$ cat src/rtl/loop_key_pkg.sv
// rtl/loop_key_pkg.sv - keypad scancodes, hold-FSM states and digit decode helper
package loop_key_pkg;

  localparam logic [8:0] KEY_0     = 9'h070;
  localparam logic [8:0] KEY_1     = 9'h069;
  localparam logic [8:0] KEY_2     = 9'h072;
  localparam logic [8:0] KEY_3     = 9'h07A;
  localparam logic [8:0] KEY_4     = 9'h06B;
  localparam logic [8:0] KEY_5     = 9'h073;
  localparam logic [8:0] KEY_6     = 9'h074;
  localparam logic [8:0] KEY_7     = 9'h06C;
  localparam logic [8:0] KEY_8     = 9'h075;
  localparam logic [8:0] KEY_9     = 9'h07D;
  localparam logic [8:0] KEY_PLUS  = 9'h079;
  localparam logic [8:0] KEY_MINUS = 9'h07B;

  typedef enum logic [1:0] {
    HOLD_IDLE   = 2'd0,
    HOLD_DELAY  = 2'd1,
    HOLD_REPEAT = 2'd2
  } hold_state_e;

  // Returns {is_digit, digit}; digit is 0 when the code is not a keypad digit.
  function automatic logic [4:0] decode_digit(input logic [8:0] code);
    case (code)
      KEY_0:   return {1'b1, 4'd0};
      KEY_1:   return {1'b1, 4'd1};
      KEY_2:   return {1'b1, 4'd2};
      KEY_3:   return {1'b1, 4'd3};
      KEY_4:   return {1'b1, 4'd4};
      KEY_5:   return {1'b1, 4'd5};
      KEY_6:   return {1'b1, 4'd6};
      KEY_7:   return {1'b1, 4'd7};
      KEY_8:   return {1'b1, 4'd8};
      KEY_9:   return {1'b1, 4'd9};
      default: return 5'd0;
    endcase
  endfunction

endpackage

$ cat src/rtl/loop_param_selector_if.sv
// rtl/loop_param_selector_if.sv - keyboard/sequencer side bus of the loop parameter selector
interface loop_param_selector_if #(
  parameter int VAL_W = 3
);
  logic [511:0]     key_down;
  logic [8:0]       last_change;
  logic             key_valid;
  logic             loop_boundary;
  logic [VAL_W-1:0] value;
  logic [VAL_W-1:0] target;
  logic             pending;
  logic             changed;

  modport master (
    output key_down, last_change, key_valid, loop_boundary,
    input  value, target, pending, changed
  );

  modport slave (
    input  key_down, last_change, key_valid, loop_boundary,
    output value, target, pending, changed
  );
endinterface

$ cat src/rtl/key_repeat_timer.sv
// rtl/key_repeat_timer.sv - hold-to-auto-repeat FSM emitting one-cycle step pulses
module key_repeat_timer
  import loop_key_pkg::*;
#(
  parameter int REPEAT_DELAY  = 25_000_000,
  parameter int REPEAT_PERIOD = 5_000_000
) (
  input  logic clk,
  input  logic rst,
  input  logic start,
  input  logic held,
  output logic step
);

  localparam int CNT_MAX = (REPEAT_DELAY > REPEAT_PERIOD) ? REPEAT_DELAY : REPEAT_PERIOD;
  localparam int CNT_W   = (CNT_MAX > 1) ? $clog2(CNT_MAX) : 1;

  localparam logic [CNT_W-1:0] DELAY_LAST  = CNT_W'(REPEAT_DELAY - 1);
  localparam logic [CNT_W-1:0] PERIOD_LAST = CNT_W'(REPEAT_PERIOD - 1);

  localparam logic [1:0] S_IDLE   = HOLD_IDLE;
  localparam logic [1:0] S_DELAY  = HOLD_DELAY;
  localparam logic [1:0] S_REPEAT = HOLD_REPEAT;

  logic [1:0]       state;
  logic [CNT_W-1:0] cnt;
  logic             terminal;

  // Terminal count of the current phase; a new press (start) or release suppresses the step.
  always_comb begin
    terminal = ((state == S_DELAY) && (cnt == DELAY_LAST)) ||
               ((state == S_REPEAT) && (cnt == PERIOD_LAST));
    step     = terminal && held && !start;
  end

  // Hold FSM: a press restarts the delay, release drops to idle, terminal count re-arms the period.
  always_ff @(posedge clk or posedge rst) begin
    if (rst) begin
      state <= S_IDLE;
      cnt   <= '0;
    end else if (start) begin
      state <= S_DELAY;
      cnt   <= '0;
    end else if (state != S_IDLE) begin
      if (!held) begin
        state <= S_IDLE;
        cnt   <= '0;
      end else if (terminal) begin
        state <= S_REPEAT;
        cnt   <= '0;
      end else begin
        cnt <= cnt + CNT_W'(1);
      end
    end
  end

endmodule

$ cat src/rtl/loop_param_selector.sv
// rtl/loop_param_selector.sv - keyboard-driven bounded loop parameter; LOOP_PARAM_SYNC_EN stages commits to loop boundaries
module loop_param_selector
  import loop_key_pkg::*;
#(
  parameter int VAL_W         = 3,
  parameter int MIN_VAL       = 2,
  parameter int MAX_VAL       = 6,
  parameter int RESET_VAL     = 3,
  parameter int REPEAT_DELAY  = 25_000_000,
  parameter int REPEAT_PERIOD = 5_000_000
) (
  input  logic                 clk,
  input  logic                 rst,
  loop_param_selector_if.slave bus
);

  logic             press;
  logic [4:0]       dig;
  logic             digit_ok;
  logic             plus_press;
  logic             minus_press;
  logic             start;
  logic             up;
  logic             held;
  logic             step;
  logic             step_up;
  logic [VAL_W-1:0] target_q;
  logic [VAL_W-1:0] target_next;
  logic [VAL_W-1:0] value_q;
  logic [VAL_W-1:0] value_next;
  logic             changed_q;

  // Decode the keyboard strobe into digit and step presses; releases only matter via key_down.
  always_comb begin
    press       = bus.key_valid && bus.key_down[bus.last_change];
    dig         = decode_digit(bus.last_change);
    digit_ok    = press && dig[4] && (int'(dig[3:0]) >= MIN_VAL) && (int'(dig[3:0]) <= MAX_VAL);
    plus_press  = press && (bus.last_change == KEY_PLUS);
    minus_press = press && (bus.last_change == KEY_MINUS);
    start       = plus_press || minus_press;
    held        = bus.key_down[up ? KEY_PLUS : KEY_MINUS] && !digit_ok;
    step_up     = start ? plus_press : up;
  end

  // Remember which step key owns the current hold.
  always_ff @(posedge clk or posedge rst) begin
    if (rst) begin
      up <= 1'b1;
    end else if (start) begin
      up <= plus_press;
    end
  end

  key_repeat_timer #(
    .REPEAT_DELAY  (REPEAT_DELAY),
    .REPEAT_PERIOD (REPEAT_PERIOD)
  ) u_timer (
    .clk   (clk),
    .rst   (rst),
    .start (start),
    .held  (held),
    .step  (step)
  );

  // Next target: digit entry wins, otherwise a saturating step from a press or auto-repeat.
  always_comb begin
    target_next = target_q;
    if (digit_ok) begin
      target_next = VAL_W'(dig[3:0]);
    end else if (start || step) begin
      if (step_up) begin
        if (target_q < VAL_W'(MAX_VAL)) target_next = target_q + VAL_W'(1);
      end else begin
        if (target_q > VAL_W'(MIN_VAL)) target_next = target_q - VAL_W'(1);
      end
    end
  end

`ifdef LOOP_PARAM_SYNC_EN
  // Commit the pre-update target only at a loop wrap.
  always_comb begin
    value_next  = bus.loop_boundary ? target_q : value_q;
    bus.pending = (target_q != value_q);
  end
`else
  logic unused_boundary;
  // Committed value follows the target on the same edge.
  always_comb begin
    value_next      = target_next;
    bus.pending     = 1'b0;
    unused_boundary = bus.loop_boundary;
  end
`endif

  // Parameter registers and the change pulse.
  always_ff @(posedge clk or posedge rst) begin
    if (rst) begin
      target_q  <= VAL_W'(RESET_VAL);
      value_q   <= VAL_W'(RESET_VAL);
      changed_q <= 1'b0;
    end else begin
      target_q  <= target_next;
      value_q   <= value_next;
      changed_q <= (value_next != value_q);
    end
  end

  assign bus.target  = target_q;
  assign bus.value   = value_q;
  assign bus.changed = changed_q;

endmodule

$ cat src/flat_wrapper.sv
// flat-port wrapper written by rule: the top's interface ports become plain ports
module loop_param_selector_flat import loop_key_pkg::*;
#(
  parameter int VAL_W         = 3,
  parameter int MIN_VAL       = 2,
  parameter int MAX_VAL       = 6,
  parameter int RESET_VAL     = 3,
  parameter int REPEAT_DELAY  = 25_000_000,
  parameter int REPEAT_PERIOD = 5_000_000
)
  (clk, rst, bus_key_down, bus_last_change, bus_key_valid, bus_loop_boundary, bus_value, bus_target, bus_pending, bus_changed);
  loop_param_selector_if #(.VAL_W(VAL_W)) bus_i ();
  input  logic clk;
  input  logic rst;
  input wire logic [$bits(bus_i.key_down)-1:0] bus_key_down;
  input wire logic [$bits(bus_i.last_change)-1:0] bus_last_change;
  input wire logic [$bits(bus_i.key_valid)-1:0] bus_key_valid;
  input wire logic [$bits(bus_i.loop_boundary)-1:0] bus_loop_boundary;
  output wire logic [$bits(bus_i.value)-1:0] bus_value;
  output wire logic [$bits(bus_i.target)-1:0] bus_target;
  output wire logic [$bits(bus_i.pending)-1:0] bus_pending;
  output wire logic [$bits(bus_i.changed)-1:0] bus_changed;
  assign bus_i.key_down = bus_key_down;
  assign bus_i.last_change = bus_last_change;
  assign bus_i.key_valid = bus_key_valid;
  assign bus_i.loop_boundary = bus_loop_boundary;
  assign bus_value = bus_i.value;
  assign bus_target = bus_i.target;
  assign bus_pending = bus_i.pending;
  assign bus_changed = bus_i.changed;
  loop_param_selector #(.VAL_W(VAL_W), .MIN_VAL(MIN_VAL), .MAX_VAL(MAX_VAL), .RESET_VAL(RESET_VAL), .REPEAT_DELAY(REPEAT_DELAY), .REPEAT_PERIOD(REPEAT_PERIOD)) u_core (.clk(clk), .rst(rst), .bus(bus_i));
endmodule
$ cat config.mk
export PLATFORM = sky130hd
export DESIGN_NAME = loop_param_selector_flat
export DESIGN_NICKNAME = d
export VERILOG_FILES = /design/src/rtl/loop_key_pkg.sv /design/src/rtl/loop_param_selector_if.sv /design/src/rtl/key_repeat_timer.sv /design/src/rtl/loop_param_selector.sv /design/src/flat_wrapper.sv
export SDC_FILE = /design/constraint.sdc
export NUM_CORES = 1
export LEC_CHECK = 0
export CORE_AREA = 2 2 209 211
export CTS_BUF_LIST = sky130_fd_sc_hd__clkbuf_2 sky130_fd_sc_hd__clkbuf_4 sky130_fd_sc_hd__clkbuf_8
export DETAILED_ROUTE_END_ITERATION = 10
export DIE_AREA = 0 0 211 213
export GPL_TIMING_DRIVEN = 0
export MAX_ROUTING_LAYER = met4
export REMOVE_ABC_BUFFERS = 1
export SKIP_LAST_GASP = 1
export SYNTH_ARGS = -nofsm -noshare
export SYNTH_HDL_FRONTEND = slang
export SYNTH_HIERARCHICAL = 1
export SYNTH_SLANG_ARGS = --single-unit
$ cat constraint.sdc
create_clock -name clk -period 3.56 [get_ports clk]
set_clock_uncertainty 0.2 [all_clocks]
set_input_delay 0.356 -clock clk [delete_from_list [all_inputs] [get_ports clk]]
set_output_delay 0.356 -clock clk [all_outputs]
set_load 0.005 [all_outputs]
==> results_tabular.tex <==
\begin{tabular}{lr}
\hline
Metric & Value \\
\hline
\multicolumn{2}{l}{\textbf{Critical path}} \\
Critical path cell sequence & clkdlybuf4s50\_1 > mux4\_2 > o22ai\_1 > a32oi\_1 > o21ai\_1 > a32oi\_2 > buf\_6 > o21ai\_4 > inv\_4 > buf\_4 > nor2b\_4 > and2\_4 > nand2b\_4 > or4b\_1 > nand4\_1 > mux2\_4 \\
Cell family with most CP delay & simple AND/OR/NAND/NOR gates \\
Required time at the endpoint of the critical path & 3.58 ns \\
Capturing element type of the critical path & register \\
Cell with the biggest individual delay on the critical path & mux4\_2 \\
Arrival time of the worst setup path & 3.57 ns \\
Biggest fanout along the worst timing path & 5 \\
Number of buffer and inverter stages on the critical path & 4 \\
Crit path kind & input pin to register \\
Crit path launch type & input pin \\
CP max stage delay & 0.54 ns \\
\multicolumn{2}{l}{\textbf{Clock network}} \\
Count of hold-fix buffers inserted at cts & 0 \\
Clock Tree Root & clkbuf\_8 \\
Total clock buffers created by CTS & 5 \\
Clk sinks & 32 \\
Clock buffer depth & 2 \\
TritonCTS clock tree & done \\
Clock slew seen by the registers of the worst setup and hold paths & 0.06 ns \\
Number of H-tree levels & 2 \\
Clock Latency Late Sink & 0.28 ns \\
\multicolumn{2}{l}{\textbf{Power}} \\
Switching power summed over all nets & 0.000410 W \\
Standby leakage power & 3.11 nW \\
Logic gate share of total power & 0.522 \\
Maximum vdd drop & 0.0941 mV \\
Switching share of total power & 0.286 \\
Pint & 0.00103 W \\
Total power draw & 0.00144 W \\
Portion of total power attributed to sequential cells & 0.267 \\
Total power per unit cell area & 167 mW/mm² \\
Clock power frac & 0.211 \\
\multicolumn{2}{l}{\textbf{Synthesis}} \\
XOR/XNOR share of the synthesized area & 0.0266 \\
Post-synthesis area per instance & 9.74 µm² \\
Post-synthesis cell type with the largest combined area & mux4\_2 \\
Portion of the post-synthesis area used by sequential elements & 0.175 \\
Distinct cell type count of the synthesized netlist & 74 \\
Share of the synthesized area in compound gates (AO/OA/AOI/OAI) & 0.161 \\
Multiplexer share of the synthesized area & 0.337 \\
Fraction of synthesis flops using an asynchronous set or reset pin & 1.00 \\
Most common library cells after synthesis & mux4\_2 (51), nand2\_1 (31), dfrtp\_1 (29) \\
Main area contributors after synthesis & mux4\_2 (25\%), dfrtp\_1 (16\%), mux2i\_1 (6.1\%) \\
Main combinational cell family by area after synthesis & multiplexers \\
Number of synthesized flops with an enable pin & 0 \\
Ys Warns & 6 \\
Synthesized-area fraction occupied by adder cells & 0.00815 \\
Simple-gate share of the synthesized area & 0.218 \\
Post-synthesis cell area & 0.00461 mm² \\
Most frequently used cell type in the post-synthesis netlist & mux4\_2 \\
Post-synthesis instance total & 473 \\
Commonest register cell after synthesis & dfrtp\_1 \\
Post-synthesis sequential element count & 32 \\
Area share of the leading cell type in the synthesized netlist & 0.249 \\
\multicolumn{2}{l}{\textbf{Timing}} \\
Worst-margin pin slew & 1.12 ns \\
Crit share post-route & 0.996 \\
Unrepaired setup endpoints after global routing & true \\
Hold\_ws & 0.180 ns \\
Slew headroom & 0.248 \\
Setup Viol. Count Final & 0 \\
Fmax achieved & 282 MHz \\
Count of endpoints failing hold in the final timing report & 0 \\
Post-route minimum period & 3.55 ns \\
Final-report max-slew violation count & 0 \\
\multicolumn{2}{l}{\textbf{Layout}} \\
Area of the multi-input gates & 0.00366 mm² \\
Antenna diode instance count & 0 \\
Fraction of final layout cells sized beyond drive strength 1 & 0.219 \\
Nets@finish & 1280 \\
Seq. cell area & 805 µm² \\
P\&R area growth vs syn & 86.9\% \\
Number of filler instances in the final layout & 4663 \\
\multicolumn{2}{l}{\textbf{Place}} \\
HPWL reported at the end of detailed placement & 17700 µm \\
Count of input and output buffers & 274 \\
Placer congestion estimate & 0.818 \\
\multicolumn{2}{l}{\textbf{Floorplan}} \\
Total number of placement rows & 76 \\
Floorplan die area & 0.0449 mm² \\
Floorplan die height & 213 µm \\
I/O pin count & 533 \\
Floorplan Core Area & 0.0427 mm² \\
Effective utilization at floorplan & 0.108 \\
Overall die width & 211 µm \\
\multicolumn{2}{l}{\textbf{Global routing}} \\
GRT Total Usage & 0.101 \\
Grt ovf & 0 \\
Vias in the first global route & 5593 \\
Maximum number of pins on one net before global-route repair & 34 \\
Wire length of the first global-routing pass & 32900 µm \\
Number of antenna violations at the first check in global routing & 0 \\
\multicolumn{2}{l}{\textbf{Routing}} \\
Number of routed nets with antenna violations & 0 \\
Initial DRT Pass Iterations & 4 \\
Detailed Route Iter0 Violations & 219 \\
Routed via count & 5289 \\
Final routed wire length divided by cell count & 17.7 µm \\
Final routed DRC violation total & 0 \\
Total routed wirelength & 22900 µm \\
Via density & 4.07 \\
\multicolumn{2}{l}{\textbf{Run status}} \\
Run status & finished, final reports clean \\
\multicolumn{2}{l}{\textbf{Hold path}} \\
Worst min path class & input pin to async pin \\
\multicolumn{2}{l}{\textbf{Run}} \\
Number of max-capacitance violations reported & 0 \\
\hline
\end{tabular}
cell families (layout without fill, tap and decap cells):
| family | count (synthesis) | count (layout) |
|---|---|---|
| simple gates | 176 | 177 |
| compound gates | 98 | 98 |
| mux | 90 | 90 |
| buf+inv | 59 | 338 |
| flops | 32 | 32 |
| xor+xnor | 14 | 14 |
| fa+ha+maj | 3 | 3 |
| other cells | 1 | 1 |
final timing paths:
| path | cells past startpoint | from | to | slack [ns] |
|---|---|---|---|---|
| min in group clk | 2 | u_core/u_timer/cnt[24]$_DFFE_PP0P_ | u_core/u_timer/cnt[24]$_DFFE_PP0P_ | 0.39 |
| hold / removal | 2 | rst | u_core/bus.changed$_DFF_PP0_ | 0.18 |
| max in group asynchronous | 2 | rst | u_core/u_timer/state[1]$_DFFE_PP0P_ | 1.97 |
| setup reg to reg | 8 | u_core/u_timer/cnt[9]$_DFFE_PP0P_ | u_core/bus.value[0]$_DFF_PP1_ | 0.44 |
| hold reg to reg | 2 | u_core/u_timer/cnt[24]$_DFFE_PP0P_ | u_core/u_timer/cnt[24]$_DFFE_PP0P_ | 0.39 |
| setup / recovery | 16 | bus_key_down[142] | u_core/bus.value[0]$_DFF_PP1_ | 0.01 |
registers in the layout (all words and copies together), names as in the netlist:
signal / flops
u_core/bus.changed: 1
u_core/bus.value: 3
u_core/u_timer/cnt: 25
u_core/u_timer/state: 2
u_core/up: 1
cell usage in the layout, fill, tap and decap left out, drive strengths merged, types with 15 or more instances in the layout:
master         count
clkdlybuf4s50    250
a211oi            17
o21ai             15
buf               41
nand4             16
mux4              51
nor2              19
nand3             20
mux2i             28
nand2             31
dfrtp             29
nor3              21
metrics by stage:
step	setup TNS [ns]	utilization	cells	setup WS, ns	cell area [µm²]
global route	-0.967	0.202	1299	-0.0890	8610
floorplan	0	-	430	0.146	4330
finish	0	0.202	1299	0.0149	8610
CTS	-0.0385	0.198	1291	-0.0385	8450
global placement	-143.23	0.182	1250	-4.70	7750
detailed placement	-74.05	0.183	1253	-2.67	7820
routing by layer:
metal  routed length (µm)  up-vias  track usage
met3                 1210       26      0.00927
met1                 9270     2572        0.118
met2                11800      219        0.183
li1                     -     2472            -
met4                  720        0       0.0323
met5                    0        -            -
layout make-up:
type / instances / area share
inverter: 16 / 0.00828
timing repair buffer: 314 / 0.382
sequential: 32 / 0.0934
multi-input combinational: 383 / 0.425
clock buffer: 8 / 0.0113
tap: 546 / 0.0793
repair_timing:
| action | 4_1_cts | 5_1_grt |
|---|---|---|
| cloned | 5 | 0 |
| gates resized for setup | 66 | 29 |
| buffers inserted | 25 | 8 |
| setup endpoints to repair | 32 | 28 |
| pin swaps | 16 | 18 |
power groups by stage:
| stage | Clock, W | Sequential (W) | Combinational, W |
|---|---|---|---|
| after CTS | 0.000308 | 0.000384 | 0.000748 |
| after detailed placement | 0 | 0.000391 | 0.000682 |
| final | 0.000303 | 0.000384 | 0.000750 |
| after global placement | 0 | 0.000390 | 0.000694 |
| after global routing | 0.000322 | 0.000385 | 0.000796 |
| after floorplan | 0 | 0.000386 | 0.000234 |
No activity file was read; power rests on OpenSTA's default activity.
